==> src/rtl/wide_serial_adder_pkg.sv <==
// wsa_pkg: shared definitions for the wide serial adder.
//   state_t   - controller state encoding (IDLE / RUN / DONE)
//   WSA_WIDTH - default operand/result width in bits
//   WSA_CHUNK - default number of bits added per clock
package wsa_pkg;

    typedef enum logic [1:0] {
        IDLE = 2'd0,
        RUN  = 2'd1,
        DONE = 2'd2
    } state_t;

    localparam int WSA_WIDTH = 256;
    localparam int WSA_CHUNK = 32;

endpackage

==> src/rtl/wide_serial_adder_chunk_adder.sv <==
// chunk_adder: combinational CHUNK-bit full adder.
// Ports:
//   a, b  in   CHUNK  addends
//   ci    in   1      carry in
//   s     out  CHUNK  sum bits
//   co    out  1      carry out
module chunk_adder #(
    parameter int CHUNK = 32
) (
    input  logic [CHUNK-1:0] a,
    input  logic [CHUNK-1:0] b,
    input  logic             ci,
    output logic [CHUNK-1:0] s,
    output logic             co
);

    // One extra bit of headroom captures the carry out of the chunk.
    assign {co, s} = {1'b0, a} + {1'b0, b} + {{CHUNK{1'b0}}, ci};

endmodule

==> src/rtl/wide_serial_adder.sv <==
// wide_serial_adder: multi-cycle WIDTH-bit adder, CHUNK bits per clock,
// least-significant chunk first, carry held in a flop between chunks.
// One operation in flight, valid/ready handshake on both sides.
//
// Optional feature: define WSA_SUB_EN to add the 'sub' input. When sub=1
// at acceptance the block computes a - b (as a + ~b + 1, cin ignored) and
// cout=1 means no borrow.
//
// Ports:
//   clk        in   1      rising-edge clock
//   rst_n      in   1      asynchronous active-low reset
//   in_valid   in   1      operand request
//   in_ready   out  1      high only in IDLE
//   a, b       in   WIDTH  operands (latched on accept)
//   cin        in   1      carry into bit 0
//   sub        in   1      subtract select (WSA_SUB_EN builds only)
//   out_valid  out  1      high only in DONE
//   out_ready  in   1      consumer accepts result
//   sum        out  WIDTH  (a + b + cin) mod 2^WIDTH
//   cout       out  1      carry out of bit WIDTH-1
//   busy       out  1      high in RUN or DONE
module wide_serial_adder
    import wsa_pkg::*;
#(
    parameter int WIDTH = WSA_WIDTH,
    parameter int CHUNK = WSA_CHUNK
) (
    input  logic             clk,
    input  logic             rst_n,
    input  logic             in_valid,
    output logic             in_ready,
    input  logic [WIDTH-1:0] a,
    input  logic [WIDTH-1:0] b,
    input  logic             cin,
`ifdef WSA_SUB_EN
    input  logic             sub,
`endif
    output logic             out_valid,
    input  logic             out_ready,
    output logic [WIDTH-1:0] sum,
    output logic             cout,
    output logic             busy
);

    localparam int NCHUNK = WIDTH / CHUNK;
    localparam int IDXW   = (NCHUNK > 1) ? $clog2(NCHUNK) : 1;
    localparam logic [IDXW-1:0] LAST_IDX = IDXW'(NCHUNK - 1);

    generate
        if ((CHUNK < 1) || (CHUNK > WIDTH)) begin : g_chunk_range_check
            $error("wide_serial_adder: CHUNK must be in 1..WIDTH");
        end
        if ((WIDTH % CHUNK) != 0) begin : g_chunk_div_check
            $error("wide_serial_adder: WIDTH must be a multiple of CHUNK");
        end
    endgenerate

    state_t           state;
    logic [WIDTH-1:0] a_q;
    logic [WIDTH-1:0] b_q;
    logic             carry_q;
    logic [IDXW-1:0]  idx;

    logic             accept;
    logic [WIDTH-1:0] b_in;
    logic             c_in;

    logic [CHUNK-1:0] chunk_a;
    logic [CHUNK-1:0] chunk_b;
    logic [CHUNK-1:0] chunk_s;
    logic             chunk_co;

    assign accept = (state == IDLE) && in_valid;

    // Subtraction is folded into the operand latch: invert b and force a
    // carry-in of one, so the datapath itself only ever adds.
`ifdef WSA_SUB_EN
    assign b_in = sub ? ~b : b;
    assign c_in = sub ? 1'b1 : cin;
`else
    assign b_in = b;
    assign c_in = cin;
`endif

    // Operands are pure data: captured on accept, no reset needed.
    always_ff @(posedge clk) begin
        if (accept) begin
            a_q <= a;
            b_q <= b_in;
        end
    end

    assign chunk_a = a_q[int'(idx) * CHUNK +: CHUNK];
    assign chunk_b = b_q[int'(idx) * CHUNK +: CHUNK];

    chunk_adder #(
        .CHUNK (CHUNK)
    ) u_chunk_adder (
        .a  (chunk_a),
        .b  (chunk_b),
        .ci (carry_q),
        .s  (chunk_s),
        .co (chunk_co)
    );

    always_ff @(posedge clk or negedge rst_n) begin
        if (!rst_n) begin
            state     <= IDLE;
            in_ready  <= 1'b1;
            out_valid <= 1'b0;
            busy      <= 1'b0;
            sum       <= '0;
            cout      <= 1'b0;
            idx       <= '0;
            carry_q   <= 1'b0;
        end else begin
            case (state)
                IDLE: begin
                    if (accept) begin
                        carry_q  <= c_in;
                        idx      <= '0;
                        sum      <= '0;
                        cout     <= 1'b0;
                        in_ready <= 1'b0;
                        busy     <= 1'b1;
                        state    <= RUN;
                    end
                end
                RUN: begin
                    sum[int'(idx) * CHUNK +: CHUNK] <= chunk_s;
                    carry_q <= chunk_co;
                    idx     <= idx + 1'b1;
                    if (idx == LAST_IDX) begin
                        cout      <= chunk_co;
                        out_valid <= 1'b1;
                        state     <= DONE;
                    end
                end
                DONE: begin
                    // Result stays put until the consumer takes it; a new
                    // operation is only accepted from the following cycle.
                    if (out_ready) begin
                        out_valid <= 1'b0;
                        busy      <= 1'b0;
                        in_ready  <= 1'b1;
                        state     <= IDLE;
                    end
                end
                default: begin
                    state     <= IDLE;
                    in_ready  <= 1'b1;
                    out_valid <= 1'b0;
                    busy      <= 1'b0;
                end
            endcase
        end
    end

endmodule

==> config.mk <==
export PLATFORM = sky130hd
export DESIGN_NAME = wide_serial_adder
export DESIGN_NICKNAME = d
export VERILOG_FILES = /design/src/rtl/wide_serial_adder_pkg.sv /design/src/rtl/wide_serial_adder_chunk_adder.sv /design/src/rtl/wide_serial_adder.sv
export SDC_FILE = /design/constraint.sdc
export NUM_CORES = 1
export LEC_CHECK = 0
export CAP_MARGIN = 20
export CORE_AREA = 3 3 305 307
export DETAILED_ROUTE_END_ITERATION = 8
export DIE_AREA = 0 0 308 310
export PLACE_DENSITY = 0.68
export SYNTH_ARGS = -nofsm -noshare
export SYNTH_HDL_FRONTEND = slang
export SYNTH_SLANG_ARGS = --single-unit
==> constraint.sdc <==
create_clock -name clk -period 8.45 [get_ports clk]
set_input_delay 1.69 -clock clk [delete_from_list [all_inputs] [get_ports clk]]
set_output_delay 1.69 -clock clk [all_outputs]
set_load 0.005 [all_outputs]
==> Yosys cells after proc, flatten, opt, wreduce, memory -nomap -nowiden <==
Index checks and enable logic that the tools add are counted.
{ "classes": {"add_sub_neg": 4, "n_eq_ne": 6, "multipliers": 0, "n_shift": 4, "div": 0, "n_lt_le_gt_ge": 0, "reduce_logical": 8, "bitwise": 2, "muxes": 21} }
{ "ops": {"columns": ["operator", "n"], "rows": [
  ["$pmux W256 S2", 1],
  ["$shiftx A256 B9 Y32", 2],
  ["$bwmux W256", 1],
  ["$mux W256", 1],
  ["$shift A32 B33 Y256 const A", 1],
  ["$shiftx A32 B33 Y256", 1],
  ["$add A32 B32 Y33", 1],
  ["$add A33 B1 Y33", 1],
  ["$neg A8 Y33", 1],
  ["$reduce_and A3 Y1", 4],
  ["$pmux W1 S3", 3],
  ["$mux W1", 7],
  ["$mux W2", 3],
  ["$ne A2 B2 Y1 const B", 3],
  ["$pmux W2 S3", 1],
  ["$pmux W3 S2", 1],
  ["$pmux W1 S2", 2],
  ["$add A3 B1 Y3 const B", 1],
  ["$eq A3 B3 Y1 const B", 1],
  ["$mux W3", 1],
  ["$eq A2 B1 Y1 const B", 1],
  ["$eq A2 B2 Y1 const B", 1],
  ["$logic_not A2 Y1", 1],
  ["$not A1 Y1", 2],
  ["3 further kinds", 3]
]} }
{ "totals": {"reg_bits": 778, "wordCells": 55, "inputBits": 517, "memories": 0, "output_inout_bits": 260, "latch_bits": 0, "ramBits": 0, "mem_bits_ro": 0} }

==> Depth between registers and ports, before layout <==
Gate-level depths: netlist of run 1.
{ "logic_depth": {"depth_word": 6, "ltp_mapped": 15, "depth_no_buf": 12} }

==> By module <==
From an unflattened synthesis of run 1, not the netlist that was laid out.
{ "hier_totals": {"cells_unflattened": 2161, "area_unflattened_um2": 32448.6} }
{ "by_module_without_submodules": {"columns": ["module", "n_inst", "seq_area_each_um2", "area_per_inst_um2", "cells_each"], "rows": [
  ["wide_serial_adder", 1, 22032.4, 30594.3, 1902],
  ["chunk_adder", 1, 0.0, 1854.3, 259]
]} }

==> Worst setup path after synthesis of run 1 <==
Ideal clock, no wire load.
{ "synth_path": {"path_type": "input to register", "from": "in in_valid", "to": "reg sum[243]", "setup_slack_ns": -0.430, "arrival_time_ns": 8.759, "cell_stages": 6, "n_path_buf": 1, "required_time_ns": 8.329, "cell_sequence": "nor2b_1 -> nand2b_1 -> inv_2 -> a21oi_1 -> clkbuf_1 -> a22o_2"} }
{ "synth_between": {"elab_chain_len": 3} }
{ "synth_rtl": {"columns": ["item", "line", "source"], "rows": [
  ["start: declaration", "wide_serial_adder.sv:30", "input logic in_valid,"],
  ["$logic_and A1 B1 Y1", "wide_serial_adder.sv:73", "assign accept = (state == IDLE) && in_valid;"],
  ["net accept", "wide_serial_adder.sv:64", "logic accept;"],
  ["$ne A2 B2 Y1 (no source line)", null, null],
  ["$reduce_and A2 Y1 (no source line)", null, null],
  ["end signal: indexed assignment", "wide_serial_adder.sv:130", "sum[int'(idx) * CHUNK +: CHUNK] <= chunk_s;"],
  ["end: declaration", "wide_serial_adder.sv:40", "output logic [WIDTH-1:0] sum,"]
]} }
The timed path passes the listed nets, and every way through them passes these cells.
A chain may end at the register's enable or synchronous reset.

==> Final worst setup path of run 1 <==
{ "layout_path": {"from": "reg idx[1]", "to": "reg sum[189]"} }
{ "layout_between": {"elab_chain_len": 6, "word_cells_on_any_way": 9, "cone_classes": "add/sub (3); shift (4); mux (2)"} }
{ "layout_rtl": {"columns": ["item", "line", "source"], "rows": [
  ["start: declaration", "wide_serial_adder.sv:62", "logic [IDXW-1:0] idx;"],
  ["start signal: assignment", "wide_serial_adder.sv:132", "idx <= idx + 1'b1;"],
  ["$shiftx A256 B9 Y32, on equally long branches", "wide_serial_adder.sv:93, wide_serial_adder.sv:94", null],
  ["$add A32 B32 Y33", "wide_serial_adder_chunk_adder.sv:18", "assign {co, s} = {1'b0, a} + {1'b0, b} + {{CHUNK{1'b0}}, ci};"],
  ["$add A33 B1 Y33", "wide_serial_adder_chunk_adder.sv:18", null],
  ["$shiftx A32 B33 Y256", "wide_serial_adder.sv:130", null],
  ["$bwmux W256 (*)", "wide_serial_adder.sv:130", null],
  ["$pmux W256 S2 (*)", "wide_serial_adder.sv:117", "case (state)"]
]} }
Mark *: on every way between the ends. The rest lies on a longest branch, timed or not.

==> results_dict.tcl, run 1 <==
set metrics [dict create \
    area_growth_pct 39.41 \
    die_area_mm2 0.09548 \
    seq_area_frac_synth_pct 70.85 \
    htree_levels 3 \
    worstMarginPinSlew_ns 1.148 \
    ys_ff_latch 778 \
    grt_max_degree 189 \
    synth.avg_cell_area_um2 16.11 \
    core_area_mm2 0.09029 \
    dpl.cell_count 3816 \
    synthCells 1930 \
    worst_ep_arrival_time_ns 6.19 \
    cap_violations 0 \
    rsz0062_at_grt "no" \
    rows 110 \
    cts_buffers 83 \
    rr_startpoint "idx[1]" \
    r2r_cells 13 \
    slew-limit-headroom_pct 23.20 \
    max_freq_ghz 0.1739 \
    clock_path_buffers 3 \
    final-setup-viol-count 0 \
    placement.io_buffers 776 \
    drcViolationCount 0 \
    layout.nets 3288 \
    yosysWarnings 0 \
    ctsHoldBuffers 0 \
    postCtsSetupBuffers 0 \
    drtAntennaViolNets 0 \
    crit_path_end_kind "flip-flop" \
    synth_nets 2487 \
    finalSetupTns_ns 0 \
    clkTransAtPathRegs_ns 0.06 \
    criticalPathCategory "reg -> reg" \
    die_h_um 310 \
    fin_crit_sh_pct 68.06 \
    fin_area_mm2 0.04335 \
    hpwl_um 77150 \
    synth_area_mm2 0.03110 \
    gp_congestion 0.8514 \
    crit_fanout 53 \
    worstSkewPairLatency_ns 0.64 \
    fin_cells 3988 \
    synthArstFlopShare_pct 34.19 \
    wirelength_um 104300 \
    clock-sinks 778 \
    fin_hold_ws_ns 0.4931 \
    p_leak_nw 16.61 \
    synth.distinct_cells 75 \
    cp.required_ns 8.89 \
    drive_gt1_share_pct 13.11 \
    dpl_cell_area_mm2 0.04040 \
    rrSetupSlack_ns 2.70 \
    hold_viol_final 0 \
    grt_pass1_vias 21500 \
    overflow 0 \
    globalRouteTotalUtil_pct 21.17 \
    antenna_found_initial 14 \
    finalPower_mw 19.31 \
    root_buffer "clkbuf_16" \
    cp-endpoint "sum[189]" \
    slew_viol_final 0 \
    cp-start-kind "flip-flop" \
    drt-initial-drc-count 2067 \
    p_per_area_mw_per_mm2 445.5 \
    grt_first_pass_wirelength_um 147500 \
    status "finished clean" \
    die_x_um 308 \
    cts_tree "done" \
    hp-class "reg -> reg" \
    fin_crit_ns 5.751 \
    startpoint "idx[1]" \
    vias 20840 \
    timing.final.ws_setup_ns 2.699 \
    fin_worst_skew_ns 0.04045 \
    initial_core_util_pct 34.44 \
    pin_count 777 \
    fin_util_pct 48.02 \
    synth_edf_count 512 \
    pre_cts_ws_ns 2.747 \
    ir_drop_v 0.0004215 \
    synth_flop_cell "edfxtp_1" \
    drtPass1Iterations 8 \
    cts.repair.resized 0 \
    wire_per_inst_um 26.14 \
    avgViaCountPerCell 5.225 \
    r2r-end "sum[189]" \
]
-- sequential cells by signal, indices dropped and copies added, names as in the netlist --
register,cells
a_q,256
busy,1
carry_q,1
sum,256
b_q,256
out_valid,1
idx,3
state,2
cout,1
in_ready,1
-- area by class of cell --
cell class	count	area, µm²
repair buffers	816	8232
multi-input cells	1038	8697
inverters	14	68.82
well taps	1176	1471
diodes	12	30.03
clock buffers	108	2318
flip-flops and latches	778	22040
fillers	7600	46940
clock inverters	46	490.5
-- routing by layer --
metal	part of all wire, %	global-route usage [%]
met2	51	36.47
met5	0	0
met1	39	26.69
met4	3.0	6.874
met3	7.3	4.594
-- cells by family after synthesis --
kind of cell | count (synthesis) | share of synthesized area, %
xor+xnor | 23 | 0.8531
fa+ha+maj | 40 | 1.658
buf+inv | 114 | 1.505
simple gates | 487 | 6.897
flops | 778 | 70.85
mux | 130 | 9.335
compound gates | 358 | 8.900
-- worst max-delay path, cell delays in order (launching register included) --
cell and delay [ns]:
dfrtp_4 0.99, buf_4 0.64, buf_4 0.60, mux4_2 0.40, nand2_1 0.10, nand2_1 0.13
ha_1 0.52, a21oi_1 0.22, nor2_1 0.07, or4_1 0.48, a41oi_1 0.33, mux2i_1 0.17
a221oi_4 0.57, o21ai_0 0.23
-- placed cells by master (no fill, tap or decap), types with 5 or more instances in the layout --
master,n
a21oi_1,33
xnor2_1,7
a31o_2,5
clkdlybuf4s50_1,775
edfxtp_1,512
and3_1,31
a21o_1,33
nand4_1,6
a22o_1,158
nor4_1,5
o21ai_0,64
xor2_1,8
ha_1,38
bufinv_16,6
diode_2,12
clkbuf_8,8
clkinv_1,6
clkbuf_16,86
buf_12,6
nand3_1,56
a21oi_4,8
mux4_2,128
nand2_1,298
inv_1,12
nor2b_1,6
clkinvlp_4,5
nor3_2,6
clkbuf_1,13
o31ai_1,6
nor3_1,7
xnor2_2,6
clkinv_2,19
nor2_1,48
a22o_2,5
buf_4,29
dfrtp_1,262
-- synthesized netlist by cell type (3+ instances only) --
cell type / n / area (µm²)
xnor2_1: 8 / 70.07
ha_1: 38 / 475.5
buf_1: 16 / 60.06
a211oi_1: 4 / 30.03
clkbuf_1: 63 / 236.5
nand4_1: 6 / 37.54
dfrtp_1: 265 / 6631
inv_1: 13 / 48.80
a21o_1: 33 / 247.7
a41oi_1: 3 / 26.28
nor2b_1: 6 / 37.54
o21ai_0: 64 / 320.3
o21ai_1: 4 / 20.02
and3_1: 31 / 193.9
a21oi_2: 4 / 35.03
nor3_1: 7 / 35.03
o31ai_1: 6 / 45.04
buf_2: 16 / 80.08
a22o_1: 158 / 1384
xor2_1: 8 / 70.07
o22ai_1: 4 / 25.02
o21a_1: 4 / 30.03
nand2_1: 298 / 1119
a31o_2: 5 / 43.79
or3_1: 3 / 18.77
nor2_1: 48 / 180.2
or4_1: 4 / 30.03
nand3_1: 57 / 285.3
nand2b_1: 3 / 18.77
nor4_1: 6 / 37.54
a22o_2: 5 / 50.05
mux4_2: 128 / 2883
edfxtp_1: 512 / 15370
xnor2_2: 5 / 81.33
buf_4: 3 / 22.52
a21oi_1: 39 / 195.2
nor3_2: 7 / 70.07
-- where the power goes --
part / switching (mW) / internal [mW]
clock network: 1.55 / 2.15
logic: 6.19 / 3.71
registers: 0.593 / 5.12
-- worst min path at each step --
stage	from	end	slack [ns]	cells past startpoint
after floorplan	sum[106]	sum[106]	0.47	2
after global placement	sum[253]	sum[253]	0.47	2
after detailed placement	sum[42]	sum[42]	0.48	2
after CTS	sum[42]	sum[42]	0.49	2
after global routing	sum[179]	sum[179]	0.51	1
final	sum[42]	sum[42]	0.49	2
Note: power is estimated with default switching activity, not from simulation.
==> run 2, diff against run 1 <==
==> constraint.sdc (replaced) <==
create_clock -name clk -period 5.55 [get_ports clk]
set_input_delay 1.11 -clock clk [delete_from_list [all_inputs] [get_ports clk]]
set_output_delay 1.11 -clock clk [all_outputs]
set_load 0.005 [all_outputs]
==> run 2 against run 1 <==
Sequential share of layout area rose by 0.063 points. Via count decreased by 0.24%. Hold slack improved by 0.0036 ns. Core utilization down 0.060 points. Non-clock buffer count increased by 3. Critical endpoint is now sum[61]. Wire length decreased by 0.71%. First-iteration DRC count shrank 5.5%. Maximum frequency increased by 26%. Flip-flop and latch count is the same. Combinational power rose by 57%.
==> results_dict.tcl, run 2 (synthesis gave the netlist of run 1 again) <==
set metrics [dict create \
    pin_count 777 \
    drt-initial-drc-count 1954 \
    crit_path_end_kind "flip-flop" \
    max_freq_ghz 0.2186 \
    clock-sinks 778 \
    wire_per_inst_um 26.00 \
    vias 20790 \
    status "finished clean" \
    rows 110 \
    p_per_area_mw_per_mm2 683.2 \
    cp.required_ns 6.03 \
    crit_fanout 78 \
    fin_crit_sh_pct 82.43 \
    fin_util_pct 47.96 \
    worstMarginPinSlew_ns 1.205 \
    final_common_cell "clkdlybuf4s50_1" \
    rrSetupSlack_ns 0.98 \
    final-setup-viol-count 0 \
    area_growth_pct 39.24 \
    clock_path_buffers 3 \
    core_area_mm2 0.09029 \
    drtAntennaViolNets 0 \
    globalRouteTotalUtil_pct 20.98 \
    ir_drop_v 0.0006439 \
    gp_congestion 0.8619 \
    die_h_um 310 \
    ctsHoldBuffers 0 \
    overflow 0 \
    wirelength_um 103500 \
    root_buffer "clkbuf_16" \
    initial_core_util_pct 34.44 \
    slew-limit-headroom_pct 19.34 \
    avgViaCountPerCell 5.222 \
    hold_viol_final 0 \
    die_area_mm2 0.09548 \
    fin_worst_skew_ns 0.02651 \
    final_cell_mix "clkdlybuf4s50_1 (775), edfxtp_1 (512), nand2_1 (298)" \
    hp-class "in -> async" \
    finalSetupTns_ns 0 \
    die_x_um 308 \
    slew_viol_final 0 \
    fin_hold_ws_ns 0.4966 \
    cp-start-kind "flip-flop" \
    grt_first_pass_wirelength_um 146200 \
    worstSkewPairLatency_ns 0.64 \
    rsz0062_at_grt "no" \
    drtPass1Iterations 6 \
    antenna_found_initial 15 \
    fin_crit_ns 4.575 \
    grt_max_degree 206 \
    clkTransAtPathRegs_ns 0.06 \
    fillers 7615 \
    criticalPathCategory "reg -> reg" \
    hpwl_um 76730 \
    p_leak_nw 16.56 \
    cts_tree "done" \
    cts.repair.resized 0 \
    cap_violations 0 \
    drive_gt1_share_pct 12.55 \
    dpl_cell_area_mm2 0.04046 \
    postCtsSetupBuffers 0 \
    layout.nets 3290 \
    drcViolationCount 0 \
    cts_buffers 82 \
    placement.io_buffers 776 \
    worst_ep_arrival_time_ns 5.05 \
    htree_levels 3 \
    fin_area_mm2 0.04330 \
    grt_pass1_vias 21580 \
    reg.largest.list "a_q: 256 flops, b_q: 256 flops, sum: 256 flops" \
]
## run 2: cell types whose count changed in the layout (fill, tap and decap cells not counted), sizes merged
cell      delta
clkinv       -6
clkbuf       +4
bufinv       +1
buf          +3
clkinvlp     -2
inv          -4
diode        -3
## run 2: layer usage
layer,GRT usage (%),vias to the layer above,share of wire (%)
li1,-,9081,-
met1,25.89,10450,38
met5,0,-,0.013
met2,37.12,1075,51
met3,3.955,179,7.0
met4,7.107,2,3.2
## run 2: final timing paths
path	from	end	cells past startpoint
max	idx[0]	sum[61]	12
min	rst_n	sum[112]	1
max reg2reg	idx[0]	sum[61]	12
min reg2reg	sum[42]	sum[42]	2
max in group asynchronous	rst_n	sum[69]	2
min in group clk	sum[42]	sum[42]	2
## run 2: stage by stage
| step | instances | setup WS (ns) | power [mW] |
|---|---|---|---|
| floorplan | 1930 | 0.6582 | 16.52 |
| global placement | 3819 | 1.084 | 23.75 |
| detailed placement | 3820 | 0.9939 | 24.08 |
| CTS | 3967 | 0.9834 | 29.65 |
| global route | 3981 | 0.7376 | 31.06 |
| finish | 3981 | 0.9753 | 29.58 |
## run 2: layout make-up
cell class                 instances  area, µm²  share of cell area [%]
antenna                            9      22.52                 0.05202
clock buffer                     112       2308                   5.332
tap                             1176       1471                   3.398
multi-input combinational       1038       8696                   20.08
inverter                          14      78.83                  0.1821
timing repair buffer             819       8277                   19.12
clock inverter                    35      400.4                  0.9247
sequential                       778      22040                   50.91
## run 2: worst max-delay path: stages (launching register included)
cell,delay (ns)
dfrtp_4,0.51
buf_12,0.39
mux4_2,0.60
nand2_1,0.10
nand2_1,0.08
ha_1,0.45
nand2_2,0.19
nor2_1,0.08
or4_1,0.47
a41oi_1,0.33
mux2i_1,0.17
a221oi_4,0.64
o21ai_0,0.20
## run 2: report_power, final
group | switching (mW) | internal [mW] | leakage [nW]
combinational | 9.64 | 5.83 | 6.87
sequential | 0.784 | 7.81 | 8.38
clock | 2.28 | 3.25 | 1.31
total | 12.7 | 16.9 | 16.6
==> run 3, diff against run 2 <==
--- a/config.mk
+++ b/config.mk
@@ -6,10 +6,10 @@
 export NUM_CORES = 1
 export LEC_CHECK = 0
 export CAP_MARGIN = 20
-export CORE_AREA = 3 3 305 307
+export CORE_AREA = 3 3 300 302
 export DETAILED_ROUTE_END_ITERATION = 8
-export DIE_AREA = 0 0 308 310
-export PLACE_DENSITY = 0.68
+export DIE_AREA = 0 0 303 305
+export PLACE_DENSITY = 0.72
 export SYNTH_ARGS = -nofsm -noshare
 export SYNTH_HDL_FRONTEND = slang
 export SYNTH_SLANG_ARGS = --single-unit
==> constraint.sdc (replaced) <==
create_clock -name clk -period 4 [get_ports clk]
set_input_delay 0.8 -clock clk [delete_from_list [all_inputs] [get_ports clk]]
set_output_delay 0.8 -clock clk [all_outputs]
set_load 0.005 [all_outputs]
==> run 3 against run 2 <==
Die area fell by 3.2%. Clock skew decreased by 0.0043 ns. Setup slack worse by 0.91 ns. Flip-flop and latch count unchanged. Core utilization rose by 3.5 points. Critical path type unchanged. Critical endpoint is now sum[24].
==> results_dict.tcl, run 3 (synthesis gave the netlist of run 1 again) <==
set metrics [dict create \
    hpwl_um 77840 \
    rsz0062_at_grt "yes" \
    worst_ep_arrival_time_ns 4.46 \
    dr_wl_met3_um 7557 \
    reg.largest.list "a_q: 256 flops, b_q: 256 flops, sum: 256 flops" \
    grt_pass1_vias 22060 \
    rrSetupSlack_ns 0.07 \
    p_per_area_mw_per_mm2 1026 \
    path_cells "buf_12 -> mux4_2 -> nand2_2 -> nand2_2 -> fa_2 -> fa_2 -> a21o_1 -> a221o_2 -> a21oi_4 -> o221ai_4 -> buf_4 -> mux2i_4 -> buf_4 -> nor3_2 -> a31o_2" \
    slew-limit-headroom_pct 45.53 \
    avgViaCountPerCell 5.150 \
    die_h_um 305 \
    die_x_um 303 \
    fin_util_pct 51.44 \
    die_area_mm2 0.09242 \
    dpl.cell_count 3959 \
    drt-initial-drc-count 1610 \
    fin_crit_ns 3.933 \
    core_area_mm2 0.08797 \
    status "finished clean" \
    r2r-end "sum[24]" \
    final_cell_mix "clkdlybuf4s50_1 (775), edfxtp_1 (512), nand2_1 (292)" \
    htree_levels 3 \
    area_growth_pct 45.51 \
    worstSkewPairLatency_ns 0.63 \
    pin_count 777 \
    fin_crit_sh_pct 98.32 \
    criticalPathCategory "reg -> reg" \
    slew_viol_final 0 \
    clock-sinks 778 \
    top_layer "met4" \
    rr_startpoint "idx[0]" \
    cp.required_ns 4.52 \
    vias 21320 \
    cts_tree "done" \
    met2_length_um 53600 \
    wire_per_inst_um 25.25 \
    ctsHoldBuffers 0 \
    overflow 0 \
    antenna_found_initial 16 \
    clock_path_buffers 3 \
    drtPass1Iterations 5 \
    cp-start-kind "flip-flop" \
    pre_cts_ws_ns -0.2598 \
    ir_drop_v 0.001086 \
    dpl_cell_area_mm2 0.04194 \
    grt_first_pass_wirelength_um 149400 \
    r2r_cells 15 \
    root_buffer "clkbuf_16" \
    drcViolationCount 0 \
    fin_cells 4139 \
    crit_fanout 4 \
    clkTransAtPathRegs_ns 0.07 \
    p_leak_nw 17.52 \
    timing.final.ws_setup_ns 0.06726 \
    layout.nets 3451 \
    cp_slowest_cell "dfrtp_4" \
    finalPower_mw 46.44 \
    fillers 7251 \
    final-setup-viol-count 0 \
    initial_core_util_pct 35.35 \
    drtAntennaViolNets 0 \
    fin_area_mm2 0.04525 \
    globalRouteTotalUtil_pct 22.13 \
    wl_met1_um 39770 \
    slowest_delay_ns 0.53 \
    crit_path_end_kind "flip-flop" \
    gp_congestion 0.8485 \
    fin_hold_ws_ns 0.1931 \
    placement.io_buffers 776 \
    max_freq_ghz 0.2543 \
    rows 109 \
    fin_worst_skew_ns 0.02224 \
    cap_violations 0 \
    finalSetupTns_ns 0 \
    hold_viol_final 0 \
    drive_gt1_share_pct 18.86 \
    grt_max_degree 131 \
    wirelength_um 104500 \
    worstMarginPinSlew_ns 0.8171 \
    hp-class "in -> async" \
    cts_buffers 81 \
    final_common_cell "clkdlybuf4s50_1" \
]
==> run 3: cell count changes in the layout (fill, tap and decap cells not counted), sizes merged <==
cell / change
diode: +6
clkinv: +1
buf: +160
clkinvlp: +5
inv: -1
bufinv: -2
==> run 3: what timing repair did <==
action | 4_1_cts | 5_1_grt
cloned | 2 | 2
pin swaps | 7 | 23
setup buffers | 4 | 8
resized for setup | 25 | 42
endpoints found under the setup margin | 147 | 141
==> run 3: worst max-delay path, delay by kind of cell, from the launching register on <==
family	cells	cell delay, ns
adder cells (fa/ha/maj)	2	0.75
AO/OA/AOI/OAI	5	1.27
AND/OR/NAND/NOR	3	0.17
buffers and inverters	3	0.49
flip-flops	1	0.53
multiplexers	2	0.62
==> run 3: routing by layer <==
metal | vias to the layer above | GRT usage, %
met3 | 180 | 4.623
met2 | 995 | 38.38
met4 | 0 | 8.265
met5 | - | 0
li1 | 9422 | -
met1 | 10720 | 27.09
==> run 3: area by class of cell <==
| cell class | instances | area (µm²) | share of cell area, % |
|---|---|---|---|
| clock buffer | 110 | 2318 | 5.124 |
| multi-input combinational | 1038 | 8986 | 19.86 |
| antenna | 15 | 37.54 | 0.08296 |
| sequential | 778 | 22040 | 48.72 |
| clock inverter | 38 | 385.4 | 0.8517 |
| tap | 1165 | 1458 | 3.222 |
| timing repair buffer | 981 | 9940 | 21.97 |
| inverter | 14 | 78.83 | 0.1742 |
==> run 3: power breakdown <==
group / leakage (nW) / internal (mW) / switching (mW) / total [mW]
clock: 1.30 / 4.42 / 3.21 / 7.62
combinational: 7.83 / 12.5 / 14.4 / 27.0
sequential: 8.38 / 10.8 / 1.03 / 11.8
==> run 3: worst max-delay path by stage <==
| stage | depth (start not counted) | endpoint | slack, ns | from |
|---|---|---|---|---|
| final | 15 | sum[24] | 0.07 | idx[0] |
| after global routing | 15 | sum[24] | -0.09 | idx[0] |
| after CTS | 15 | sum[54] | 0.01 | idx[0] |
| after detailed placement | 12 | sum[88] | -0.26 | idx[0] |
| after global placement | 14 | sum[216] | -0.21 | idx[0] |
| after floorplan | 14 | carry_q | 0.0004 | idx[1] |
